[config.mk]
export PLATFORM = sky130hd
export DESIGN_NAME = seg_scan_driver
export DESIGN_NICKNAME = d
export VERILOG_FILES = /design/src/rtl/seg_scan_driver.sv
export SDC_FILE = /design/constraint.sdc
export NUM_CORES = 1
export LEC_CHECK = 0
export ABC_AREA = 1
export CORE_MARGIN = 5
export CORE_UTILIZATION = 50
export CTS_BUF_LIST = sky130_fd_sc_hd__clkbuf_4 sky130_fd_sc_hd__clkbuf_8
export DETAILED_ROUTE_END_ITERATION = 6
export HOLD_SLACK_MARGIN = 0.06
export PLACE_DENSITY = 0.69
export SYNTH_ARGS = -nofsm -noshare
export SYNTH_HDL_FRONTEND = slang
export SYNTH_SLANG_ARGS = --single-unit
export TNS_END_PERCENT = 50
[constraint.sdc]
create_clock -name clk -period 6.3 [get_ports clk]
set_clock_uncertainty 0.05 [all_clocks]
set_input_delay 1.26 -clock clk [delete_from_list [all_inputs] [get_ports clk]]
set_output_delay 1.26 -clock clk [all_outputs]
set_load 0.01 [all_outputs]
[src/rtl/seg_scan_driver.sv]
// Time-multiplexed common-anode seven-segment driver with a double-buffered
// glyph frame, per-digit decimal point, blink and leading-zero blanking.
module seg_scan_driver #(
  parameter int NUM_DIGITS = 4,
  parameter int SCAN_DIV   = 100000,
  parameter int BLANK_CYC  = 200,
  parameter int BLINK_DIV  = 25000000
) (
  input  logic                      clk,
  input  logic                      rst_n,
  input  logic [5*NUM_DIGITS-1:0]   digits,
  input  logic [NUM_DIGITS-1:0]     dp_mask,
  input  logic [NUM_DIGITS-1:0]     blink_mask,
  input  logic                      lz_en,
  input  logic                      load,
  output logic [7:0]                seg,
  output logic [NUM_DIGITS-1:0]     an,
  output logic                      frame_done
);

  localparam int SW = (SCAN_DIV > 1) ? $clog2(SCAN_DIV) : 1;
  localparam int IW = (NUM_DIGITS > 1) ? $clog2(NUM_DIGITS) : 1;
  localparam int BW = (BLINK_DIV > 1) ? $clog2(BLINK_DIV) : 1;

  localparam logic [SW-1:0] SLOT_LAST  = SW'(SCAN_DIV - 1);
  localparam logic [SW-1:0] BLANK_END  = SW'(BLANK_CYC);
  localparam logic [IW-1:0] IDX_LAST   = IW'(NUM_DIGITS - 1);
  localparam logic [BW-1:0] BLINK_LAST = BW'(BLINK_DIV - 1);

  logic [SW-1:0]           slot_cnt;
  logic [IW-1:0]           idx;
  logic [BW-1:0]           blink_cnt;
  logic                    blink_ph;

  logic [5*NUM_DIGITS-1:0] act_digits, pend_digits;
  logic [NUM_DIGITS-1:0]   act_dp, pend_dp;
  logic [NUM_DIGITS-1:0]   act_blink, pend_blink;
  logic                    act_lz, pend_lz;
  logic                    pend_flag;

  logic                    slot_wrap;
  logic                    frame_wrap;

  assign slot_wrap  = (slot_cnt == SLOT_LAST);
  assign frame_wrap = slot_wrap && (idx == IDX_LAST);

  function automatic logic [6:0] glyph(input logic [4:0] code);
    case (code)
      5'd0:    glyph = 7'b1000000;
      5'd1:    glyph = 7'b1111001;
      5'd2:    glyph = 7'b0100100;
      5'd3:    glyph = 7'b0110000;
      5'd4:    glyph = 7'b0011001;
      5'd5:    glyph = 7'b0010010;
      5'd6:    glyph = 7'b0000010;
      5'd7:    glyph = 7'b1111000;
      5'd8:    glyph = 7'b0000000;
      5'd9:    glyph = 7'b0010000;
      5'd10:   glyph = 7'b1000111;
      5'd11:   glyph = 7'b0101111;
      5'd12:   glyph = 7'b1001111;
      5'd13:   glyph = 7'b0101011;
      5'd14:   glyph = 7'b0000111;
      5'd15:   glyph = 7'b0001000;
      5'd16:   glyph = 7'b0000011;
      5'd17:   glyph = 7'b1000110;
      5'd18:   glyph = 7'b0100001;
      5'd19:   glyph = 7'b0000110;
      5'd20:   glyph = 7'b0001110;
      5'd21:   glyph = 7'b0001001;
      5'd22:   glyph = 7'b0001100;
      5'd23:   glyph = 7'b1000001;
      5'd24:   glyph = 7'b0111111;
      default: glyph = 7'b1111111;
    endcase
  endfunction

  // Slot, digit index and blink counters; all wrap explicitly.
  always_ff @(posedge clk or negedge rst_n) begin
    if (!rst_n) begin
      slot_cnt   <= '0;
      idx        <= '0;
      blink_cnt  <= '0;
      blink_ph   <= 1'b0;
      frame_done <= 1'b0;
    end else begin
      frame_done <= frame_wrap;
      if (slot_wrap) begin
        slot_cnt <= '0;
        idx      <= (idx == IDX_LAST) ? '0 : idx + 1'b1;
      end else begin
        slot_cnt <= slot_cnt + 1'b1;
      end
      if (blink_cnt == BLINK_LAST) begin
        blink_cnt <= '0;
        blink_ph  <= ~blink_ph;
      end else begin
        blink_cnt <= blink_cnt + 1'b1;
      end
    end
  end

  // load is a single-cycle strobe with no back-pressure: it always succeeds.
  // Outside a frame boundary it fills the pending buffer (last load wins);
  // on the boundary cycle it writes the active buffer directly.
  always_ff @(posedge clk or negedge rst_n) begin
    if (!rst_n) begin
      act_digits  <= '1;
      pend_digits <= '1;
      act_dp      <= '0;
      pend_dp     <= '0;
      act_blink   <= '0;
      pend_blink  <= '0;
      act_lz      <= 1'b0;
      pend_lz     <= 1'b0;
      pend_flag   <= 1'b0;
    end else if (load && frame_wrap) begin
      act_digits <= digits;
      act_dp     <= dp_mask;
      act_blink  <= blink_mask;
      act_lz     <= lz_en;
      pend_flag  <= 1'b0;
    end else begin
      if (frame_wrap && pend_flag) begin
        act_digits <= pend_digits;
        act_dp     <= pend_dp;
        act_blink  <= pend_blink;
        act_lz     <= pend_lz;
        pend_flag  <= 1'b0;
      end
      if (load) begin
        pend_digits <= digits;
        pend_dp     <= dp_mask;
        pend_blink  <= blink_mask;
        pend_lz     <= lz_en;
        pend_flag   <= 1'b1;
      end
    end
  end

  logic [4:0]            cur_code;
  logic                  cur_dp;
  logic                  cur_blink;
  logic                  cur_lead;
  logic                  zero_run;
  logic [NUM_DIGITS-1:0] an_sel;
  logic                  suppress;

  // zero_run tracks "all digits from the top down to i are zero".
  always_comb begin
    cur_code  = 5'd31;
    cur_dp    = 1'b0;
    cur_blink = 1'b0;
    cur_lead  = 1'b0;
    zero_run  = 1'b1;
    an_sel    = '1;
    for (int i = NUM_DIGITS - 1; i >= 0; i--) begin
      zero_run = zero_run && (act_digits[5*i +: 5] == 5'd0);
      if (idx == IW'(i)) begin
        cur_code  = act_digits[5*i +: 5];
        cur_dp    = act_dp[i];
        cur_blink = act_blink[i];
        cur_lead  = zero_run;
        an_sel[i] = 1'b0;
      end
    end
  end

  assign suppress = (cur_blink && blink_ph) ||
                    (act_lz && (idx != '0) && cur_lead);

  always_ff @(posedge clk or negedge rst_n) begin
    if (!rst_n) begin
      seg <= 8'hFF;
      an  <= '1;
    end else if ((slot_cnt < BLANK_END) || suppress) begin
      seg <= 8'hFF;
      an  <= '1;
    end else begin
      seg <= {~cur_dp, glyph(cur_code)};
      an  <= an_sel;
    end
  end

endmodule

After elaboration in Yosys (flattened, before gate mapping)

Memory sizes are Yosys's and may differ from the RTL's.
Cells that the tools add are included.
W data, S select, Z words.

Add/subtract/negate cells: 3
$lt $le $gt $ge: 1
Equality and inequality tests: 5
Muxes and demuxes: 36
Bitwise logic cells: 3
Reduce and logical (&&, ||, !) cells: 20

Operators by type and width:

| cell                    | count |
|---|---|
| $mux W20                | 2 |
| $add A25 B1 Y25 const B | 1 |
| $eq A25 B25 Y1 const B  | 1 |
| $mux W25                | 1 |
| $mux W1                 | 21 |
| $logic_not A5 Y1        | 4 |
| $mux W4                 | 5 |
| $mux W5                 | 4 |
| $add A17 B1 Y17 const B | 1 |
| $eq A17 B17 Y1 const B  | 1 |
| $lt A17 B8 Y1 const B   | 1 |
| $mux W17                | 1 |
| $logic_and A1 B1 Y1     | 9 |
| $mux W8                 | 1 |
| $eq A2 B2 Y1 const B    | 2 |
| $reduce_bool A2 Y1      | 2 |
| $not A1 Y1              | 3 |
| $reduce_bool A3 Y1      | 1 |
| $add A2 B1 Y2 const B   | 1 |
| $eq A2 B1 Y1 const B    | 1 |
| $logic_not A2 Y1        | 1 |
| $logic_or A1 B1 Y1      | 2 |
| $mux W2                 | 1 |
| $reduce_and A2 Y1       | 1 |

Register bits: 117
Memory bits (read-only): 224
Bits of input ports: 32
Output and inout port bits: 13
Word-level logic and storage cells: 85
Memories kept: 1

Memory list:

| name             | depth | width | rd ports | clocked after Yosys merged registers in | write ports | line | text |
|---|---|---|---|---|---|---|---|
| (name not given) | 32    | 7     | 1        | 0                                       | 0           | 48   | `case (code)` |

Longest topological paths before layout

Gate-level depths: netlist of the first run.

Depth after elaboration: 9
Depth in mapped cells: 17

Worst setup path after synthesis of the first run

No wires, ideal clock.

Path type: input-to-reg
Start: input port load
End: register act_digits[10]
Arrival time: 2.079 ns
Data required time: 6.174 ns
Path slack: 4.095 ns
Cell stages on the path: 8
Buffers on the path: 3
Cells stage by stage: clkbuf_1 > nor2_1 > nor2_4 > inv_2 > buf_2 > buf_6 > nand2_1 > nand2_1

Word-level cells in the longest chain between the ends: 2

RTL lines:

| what                                           | line | text |
|---|---|---|
| start: declaration                             | 15   | `input logic load,` |
| $logic_and A1 B1 Y1 *                          | 117  | `end else if (load && frame_wrap) begin` |
| $mux W20 or $reduce_bool A2 Y1 (tied branches) | n/a  |  |
| end signal: assignment                         | 118  | `act_digits <= digits;` |
| end signal: assignment                         | 125  | `act_digits <= pend_digits;` |
| end: declaration                               | 35   | `logic [5*NUM_DIGITS-1:0] act_digits, pend_digits;` |

Every way passes the cells marked *; elsewhere a longest branch is shown, timed or not.
A chain may end at the register's enable or synchronous reset.

Final worst setup path of the first run

Start: input port load
End: register act_dp[1]

Word-level cells in the longest chain between the ends: 2

RTL lines:

| what                                          | line | text |
|---|---|---|
| $logic_and A1 B1 Y1 *                         | 117  |  |
| $mux W4 or $reduce_bool A2 Y1 (tied branches) | n/a  |  |
| end signal: assignment                        | 119  | `act_dp <= dp_mask;` |
| end signal: assignment                        | 126  | `act_dp <= pend_dp;` |
| end: declaration                              | 36   | `logic [NUM_DIGITS-1:0] act_dp, pend_dp;` |

Marks and branches as above.

==> impl_table.tex, run 1 <==
\begin{tabular}{lr}
\hline
Metric & Value \\
\hline
\multicolumn{2}{l}{\textbf{Routing}} \\
\quad Post-route antenna net violation count & 0 \\
\quad Via count & roughly 5.3k \\
\quad Via density per instance & between 4 and 5 \\
\quad Pre-Repair DR Iteration Count & 6 \\
\quad Detailed router's first-iteration violation count & 449 \\
\quad Final wirelength & 13.1 mm \\
\quad DR DRC count & 0 \\
\quad Post-detailed-route wirelength per cell & 12.0 um \\
\multicolumn{2}{l}{\textbf{Clocking}} \\
\quad Number of hold-repair buffers added at the cts stage & 0 \\
\quad Clk buf depth & 2 \\
\quad Number of sinks handled by clock tree synthesis & about 120 \\
\quad Root Driver & clkbuf\_8 \\
\quad TritonCTS clock tree & yes \\
\quad Clock-pin transition on the worst setup and hold timing paths & approximately 0.060 ns \\
\quad Number of buffers created by CTS & 17 \\
\quad Setup bufs post-CTS & 0 \\
\quad Level count of the clock H-tree & 4 \\
\quad Post-CTS sizing & 0 \\
\quad Insertion delay of the later-clocked pin in the worst-skew pair & 0.45 ns \\
\multicolumn{2}{l}{\textbf{Finish}} \\
\quad Post-synthesis to final-layout area growth & 15.4\% \\
\quad Fraction of the core area covered by cells at the end of the flow & 0.588 \\
\quad Share of post-route cells with drive strength above 1 & 0.109 \\
\quad Multi-input logic area & 2720 um\^{}2 \\
\quad Antenna cells & 0 \\
\quad Non-Filler Instances & 1092 \\
\quad Register cell area after layout & 2990 um\^{}2 \\
\quad Fillers & 1216 \\
\quad Number of nets in the final layout & 951 \\
\multicolumn{2}{l}{\textbf{STA}} \\
\quad Setup repair after global routing missed its margin & no \\
\quad Slew at the pin closest to its max-slew limit & 0.872 ns \\
\quad Setup-violating endpoint count in the final report & 0 \\
\quad PnR worst setup slack & 3.29 ns \\
\quad Final hold viol count & 0 \\
\quad Final-layout setup total negative slack & 0 ns \\
\quad Max-slew violation total from the final report & 0 \\
\quad Worst slew margin & 0.419 \\
\quad Fraction of the cycle the final worst path needs & 0.478 \\
\quad Smallest hold slack & slightly above 0.4 ns \\
\quad Min cycle time layout & 3.01 ns \\
\quad Timing-limited maximum frequency & about 330 MHz \\
\multicolumn{2}{l}{\textbf{Die}} \\
\quad Number of standard-cell rows in the floorplan & 41 \\
\quad Horizontal die dimension & 123 um \\
\quad \# IOs & 45 \\
\quad Starting density of the core & 0.509 \\
\quad Overall die area & 15200 um\^{}2 \\
\quad Core region area & roughly 13000 um\^{}2 \\
\quad Y dimension of the die & 123 um \\
\multicolumn{2}{l}{\textbf{Logic synthesis}} \\
\quad Post-synthesis instance area & roughly 6400 um\^{}2 \\
\quad Average footprint of a synthesized cell & 7.41 um\^{}2 \\
\quad Share of the yosys chip area belonging to registers & 0.466 \\
\quad Seq cells post-synth & 117 \\
\quad Post-synth net total & 911 \\
\quad Number of different library cells in the post-synthesis netlist & 35 \\
\quad Number of standard cells after synthesis & around 870 \\
\quad Number of synthesized flops with an enable pin & 0 \\
\quad Yosys warns & 0 \\
\quad Top FF cell, synth & dfrtp\_1 \\
\quad Post-synthesis async set-or-reset flop share & 1.00 \\
\multicolumn{2}{l}{\textbf{Placement}} \\
\quad Instance count after placement with tap cells included & 1060 \\
\quad Global placer's final weighted congestion & 0.897 \\
\quad HPWL after DPL & 9.34 mm \\
\quad Count of buffers from port buffering & 44 \\
\quad Minimum setup slack after placement & approximately 2.8 ns \\
\multicolumn{2}{l}{\textbf{Critical path}} \\
\quad Most prevalent standard cell on the critical path & nand2\_1 \\
\quad Register-to-register path setup slack & around 3.6 ns \\
\quad Cell-by-cell listing of the critical path & clkdlybuf4s50\_1, buf\_4, nor2\_1, nor2\_4, inv\_2, nand2\_1, nand2\_1 \\
\quad Standard cell with the maximum stage delay on the critical path & nor2\_4 \\
\quad Worst endpoint required time & 6.59 ns \\
\quad Category of the worst setup path launch point & primary input \\
\quad Critical-path maximum fanout & 33 \\
\quad Setup CP Type & primary input to flip-flop \\
\quad Kind of capture point of the worst setup path & flip-flop \\
\quad Peak per-stage delay on the critical path & roughly 0.53 ns \\
\quad CP arrival & 3.30 ns \\
\multicolumn{2}{l}{\textbf{Pwr}} \\
\quad Pwr Density & 236 nW/um\^{}2 \\
\quad Leakage power of the design & 3.78 nW \\
\quad Maximum VDD drop & between 0.15 and 0.2 mV \\
\multicolumn{2}{l}{\textbf{Global routing}} \\
\quad Wire length of the first global-routing pass & 22.6 mm \\
\quad Via count of the first global-routing pass & 4896 \\
\quad Total global-route track usage & 0.186 \\
\quad Initial antenna violation count & 0 \\
\quad Maximum number of pins on one net before global-route repair & 73 \\
\quad Overall overflow remaining after global route & 0 \\
\multicolumn{2}{l}{\textbf{Outcome}} \\
\quad Status & completed \\
\multicolumn{2}{l}{\textbf{Flow run}} \\
\quad Total of max-cap violations & 0 \\
\multicolumn{2}{l}{\textbf{Min path}} \\
\quad Worst min-delay path class & flip-flop to flip-flop \\
\hline
\end{tabular}
[per-stage QoR]
step / area (um^2) / power [mW]
after global routing: 7420 / 1.83
after CTS: 7420 / 1.77
after detailed placement: 6930 / 0.948
after global placement: 6930 / 0.946
after floorplan: 6420 / 0.896
final: 7420 / 1.75
[synth_stat cells, drive strengths merged, types with 2 or more instances]
cell / n / area share
ha: 12 / 0.023
o21ai: 49 / 0.038
or2: 4 / 0.0039
nor2: 71 / 0.043
clkbuf: 11 / 0.0066
nand3: 71 / 0.057
nor3: 23 / 0.018
dfrtp: 65 / 0.25
dfstp: 52 / 0.21
nor4: 10 / 0.0097
a31oi: 2 / 0.0019
xor2: 19 / 0.026
inv: 145 / 0.085
nand4: 22 / 0.021
buf: 15 / 0.019
nand2: 271 / 0.16
a21oi: 16 / 0.013
[worst max-delay path, delay by kind of cell]
kind / cells / cell delay (ns)
buffers and inverters: 3 / 1.13
AND/OR/NAND/NOR: 4 / 0.88
[cells in the final DEF (no fill, tap or decap), drive strengths merged]
master,n
nor4,10
or2,4
ha,12
o21ai,49
a31oi,2
nand4,22
buf,4
o221ai,1
nand3b,1
a21oi,16
nor3,23
and2,1
bufinv,5
a21boi,1
dfrtp,65
xor2,19
clkdlybuf4s50,43
nand2,271
clkbuf,24
xnor2,1
clkinvlp,2
and3,1
nor2,71
clkinv,2
a22oi,1
inv,145
nand3,71
dfstp,52
o211ai,1
[power breakdown]
part	leakage, nW	switching [mW]	internal (mW)	total, mW
Clock	0.240	0.293	0.526	0.819
Sequential	1.39	0.0171	0.795	0.813
Combinational	2.15	0.0724	0.0491	0.121
Total	3.78	0.382	1.37	1.75
[path summary, 6_finish.rpt]
kind,to,cells after the start,from
max,act_dp[1],7,load
min,slot_cnt[0],1,slot_cnt[0]
max reg2reg,seg[0],13,idx[1]
min reg2reg,slot_cnt[0],1,slot_cnt[0]
max in group asynchronous,pend_digits[3],2,rst_n
min in group asynchronous,slot_cnt[9],1,rst_n
[area by class of cell]
type | count | share of cell area
Sequential cell | 117 | 0.404
Multi-Input combinational cell | 578 | 0.366
Inverter | 146 | 0.0739
Timing Repair Buffer | 47 | 0.0621
Clock buffer | 24 | 0.0420
Tap cell | 172 | 0.0290
Clock inverter | 8 | 0.0229
[layer usage]
layer | vias to the layer above | track usage | part of all wire
met4 | 0 | 0.0734 | 0.013
li1 | 2788 | - | -
met1 | 2425 | 0.253 | 0.48
met5 | - | 0 | 0
met2 | 110 | 0.285 | 0.46
met3 | 13 | 0.0489 | 0.048
[flip-flops by register name (all words and copies together) (netlist names)]
name and cells:
act_digits 20, an 4, act_lz 1, seg 8, blink_ph 1, act_dp 4
slot_cnt 17, pend_flag 1, pend_lz 1, pend_dp 4, pend_digits 20, act_blink 4
idx 2, frame_done 1, pend_blink 4, blink_cnt 25
[cell families (layout without fill, tap and decap cells)]
logic type / Yosys count / in the layout / share of synthesized area
AND/OR/NAND/NOR: 475 / 475 / 0.314
AO/OA/AOI/OAI: 71 / 71 / 0.0580
adder cells (fa/ha/maj): 12 / 12 / 0.0234
XOR/XNOR: 20 / 20 / 0.0273
buffers and inverters: 172 / 225 / 0.111
flip-flops: 117 / 117 / 0.466
Power figures use the tool's default switching activity.
==> run 2, diff against run 1 <==
- PLACE_DENSITY: 0.69 -> 0.72
- clock period: 6.3 -> 2.6 ns (I/O delays scaled with it)
==> run 2 against run 1 <==
Core utilization rose by 0.34 points. Flip-flop and latch count did not move. Sequential share of layout area fell by 0.23 points. Via count rose by 2.2%. Critical path depth rose by 7. Worst setup slack got worse by 3.0 ns. Final area rose by 0.57%. Register-to-register slack got worse by 3.3 ns.
==> impl_table.tex, run 2 (synthesis gave the netlist of run 1 again) <==
\begin{tabular}{lr}
\hline
Metric & Value \\
\hline
\multicolumn{2}{l}{\textbf{Pwr}} \\
\quad Internal Power & 2.99 mW (+120\%) \\
\quad Leakage power of the design & 3.78 nW (+0.12\%) \\
\quad Pwr Density & 527 nW/um\^{}2 (+120\%) \\
\quad Switching pwr & 942 uW (+150\%) \\
\quad Logic gate share of total power & 0.079 (+0.010) \\
\quad Maximum VDD drop & 0.299 mV (+58\%) \\
\quad Clock power share & 0.420 (-0.047) \\
\quad Total power draw & 3.93 mW (+120\%) \\
\quad Part of the total power dissipated in sequential elements & 0.501 (+0.037) \\
\quad Net switching fraction of the power & 0.239 (+0.0213) \\
\multicolumn{2}{l}{\textbf{Global routing}} \\
\quad Maximum number of pins on one net before global-route repair & 66 (-9.6\%) \\
\quad Total global-route track usage & 0.199 (+0.0128) \\
\quad Via count of the first global-routing pass & 5192 (+6.0\%) \\
\quad Overall overflow remaining after global route & 0 (unchanged) \\
\quad Wire length of the first global-routing pass & 23.9 mm (+6.1\%) \\
\quad Initial antenna violation count & 0 (unchanged) \\
\multicolumn{2}{l}{\textbf{Die}} \\
\quad Horizontal die dimension & 123 um (unchanged) \\
\quad Starting density of the core & 0.509 (unchanged) \\
\quad Overall die area & 15200 um\^{}2 (unchanged) \\
\quad Core region area & 12600 um\^{}2 (unchanged) \\
\quad Y dimension of the die & 123 um (unchanged) \\
\quad \# IOs & 45 (unchanged) \\
\quad Number of standard-cell rows in the floorplan & 41 (unchanged) \\
\multicolumn{2}{l}{\textbf{Routing}} \\
\quad Via count & 5455 (+2.2\%) \\
\quad Post-detailed-route wirelength per cell & 12.6 um (+4.9\%) \\
\quad Final wirelength & 13.8 mm (+5.8\%) \\
\quad Detailed router's first-iteration violation count & 466 (+3.8\%) \\
\quad Via density per instance & 4.95 (+1.4\%) \\
\quad DR DRC count & 0 (unchanged) \\
\quad Pre-Repair DR Iteration Count & 5 (-1) \\
\quad Post-route antenna net violation count & 0 (unchanged) \\
\multicolumn{2}{l}{\textbf{Critical path}} \\
\quad Worst endpoint required time & 2.91 ns (-3.68 ns) \\
\quad Category of the worst setup path launch point & flip-flop \\
\quad Kind of capture point of the worst setup path & flip-flop \\
\quad Setup CP Type & flip-flop to flip-flop \\
\quad CP arrival & 2.65 ns (-0.65 ns) \\
\quad Critical-path maximum fanout & 8 (-76\%) \\
\multicolumn{2}{l}{\textbf{Finish}} \\
\quad Highest-count cells in the layout ignoring fill and taps & nand2\_1 (270), inv\_1 (142), nor2\_1 (70) \\
\quad Fraction of the core area covered by cells at the end of the flow & 0.591 (+0.00337) \\
\quad Antenna cells & 0 (unchanged) \\
\quad Most common cell after layout, fill and taps aside & nand2\_1 \\
\quad Register ranked first by flip-flop count & blink\_cnt \\
\quad Post-synthesis to final-layout area growth & 16.1\% \\
\quad Leading registers by flop count & blink\_cnt x25, act\_digits x20, pend\_digits x20 \\
\quad Number of nets in the final layout & 960 (+0.95\%) \\
\quad Share of post-route cells with drive strength above 1 & 0.119 (+0.0108) \\
\quad Max reg flops & 25 (unchanged) \\
\multicolumn{2}{l}{\textbf{Clocking}} \\
\quad Clk buf depth & 2 (unchanged) \\
\quad Number of buffers created by CTS & 17 (unchanged) \\
\quad Insertion delay of the later-clocked pin in the worst-skew pair & 0.44 ns (about the same) \\
\quad Clock-pin transition on the worst setup and hold timing paths & 0.07 ns (about the same) \\
\quad TritonCTS clock tree & yes \\
\quad Level count of the clock H-tree & 4 (unchanged) \\
\quad Root Driver & clkbuf\_8 \\
\quad Setup bufs post-CTS & 0 (unchanged) \\
\quad Number of sinks handled by clock tree synthesis & 117 (unchanged) \\
\multicolumn{2}{l}{\textbf{STA}} \\
\quad Setup repair after global routing missed its margin & no \\
\quad Worst slew margin & 0.665 (+0.247) \\
\quad Slew at the pin closest to its max-slew limit & 0.497 ns (-0.374 ns) \\
\quad Min cycle time layout & 2.34 ns \\
\quad Final hold viol count & 0 (unchanged) \\
\quad Max-slew violation total from the final report & 0 (unchanged) \\
\quad Fraction of the cycle the final worst path needs & 0.901 \\
\quad Final-layout setup total negative slack & 0 ns (unchanged) \\
\quad Smallest hold slack & 0.406 ns (-0.00642 ns) \\
\quad Setup-violating endpoint count in the final report & 0 (unchanged) \\
\quad Timing-limited maximum frequency & 427 MHz \\
\multicolumn{2}{l}{\textbf{Min path}} \\
\quad Worst min-delay path class & flip-flop to flip-flop \\
\multicolumn{2}{l}{\textbf{Placement}} \\
\quad Count of buffers from port buffering & 44 (unchanged) \\
\quad HPWL after DPL & 10.1 mm (+7.7\%) \\
\quad Global placer's final weighted congestion & 0.931 (+3.8\%) \\
\multicolumn{2}{l}{\textbf{Outcome}} \\
\quad Status & completed \\
\multicolumn{2}{l}{\textbf{Flow run}} \\
\quad Total of max-cap violations & 0 (unchanged) \\
\hline
\end{tabular}
-- run 2: cell count changes in the layout (fill, tap and decap cells not counted), sizes merged --
cell	delta
bufinv	-3
buf	+8
clkinvlp	+4
dlygate4sd3	+1
clkinv	-1
-- run 2: layout make-up --
class | instances | area [um^2]
Clock buffer | 24 | 293
Clock inverter | 8 | 103
Fill cell | 1224 | 5160
Inverter | 146 | 552
Multi-Input combinational cell | 578 | 2720
Sequential cell | 117 | 2990
Tap cell | 172 | 215
Timing Repair Buffer | 56 | 581
-- run 2: path summary, 6_finish.rpt --
check                      depth (start not counted)  slack (ns)             end        start
min                                                1        0.41     slot_cnt[0]  slot_cnt[0]
min in group asynchronous                          2        0.48     slot_cnt[0]        rst_n
max reg2reg                                       14        0.26          seg[5]       idx[0]
min reg2reg                                        1        0.41     slot_cnt[0]  slot_cnt[0]
max                                               14        0.26          seg[5]       idx[0]
max in group asynchronous                          3        1.30  pend_digits[8]        rst_n
-- run 2: power groups by stage --
stage / logic, mW / registers [mW] / clock network, mW
6_report: 0.310 / 1.97 / 1.65
5_1_grt: 0.361 / 1.98 / 1.79
4_1_cts: 0.315 / 1.97 / 1.70
3_5_place_dp: 0.312 / 2.00 / 0
3_3_place_gp: 0.306 / 2.00 / 0
2_1_floorplan: 0.186 / 1.99 / 0
-- run 2: per-stage QoR --
step           area [um^2]  instances  setup WS [ns]
2_1_floorplan         6420        867          0.488
3_3_place_gp          7040       1068          0.225
3_5_place_dp          7040       1068          0.195
4_1_cts               7450       1101          0.184
5_1_grt               7460       1101         0.0474
6_report              7460       1101          0.257
-- run 2: what timing repair did --
| action | CTS | global route |
|---|---|---|
| endpoints found under the setup margin | 0 | 11 |
| endpoints found under the hold margin | 11 | 0 |
| gates resized for setup | 0 | 3 |
| hold buffers | 1 | 0 |
-- run 2: layer usage --
metal,track usage,part of all wire,vias to the layer above
met5,0,0,-
met4,0.0754,0.018,0
met3,0.0476,0.042,21
met2,0.310,0.46,123
met1,0.271,0.48,2506
li1,-,-,2805
-- run 2: worst max-delay path, stage by stage, from the launching register on --
cell,delay (ns)
dfrtp_1,0.42
inv_1,0.10
ha_2,0.28
inv_1,0.13
nand2_1,0.13
nand2_1,0.06
nand2_1,0.07
nand2_1,0.06
nand2_1,0.15
inv_1,0.14
ha_1,0.25
nand2_1,0.07
o21ai_0,0.10
a21oi_1,0.17
nand2_1,0.08
==> run 3, diff against run 2 <==
- CAP_MARGIN: unset -> 40
- SLEW_MARGIN: unset -> 5
==> results of run 3 <==
No change in the layout: final DEF, timing and power equal those of run 2.
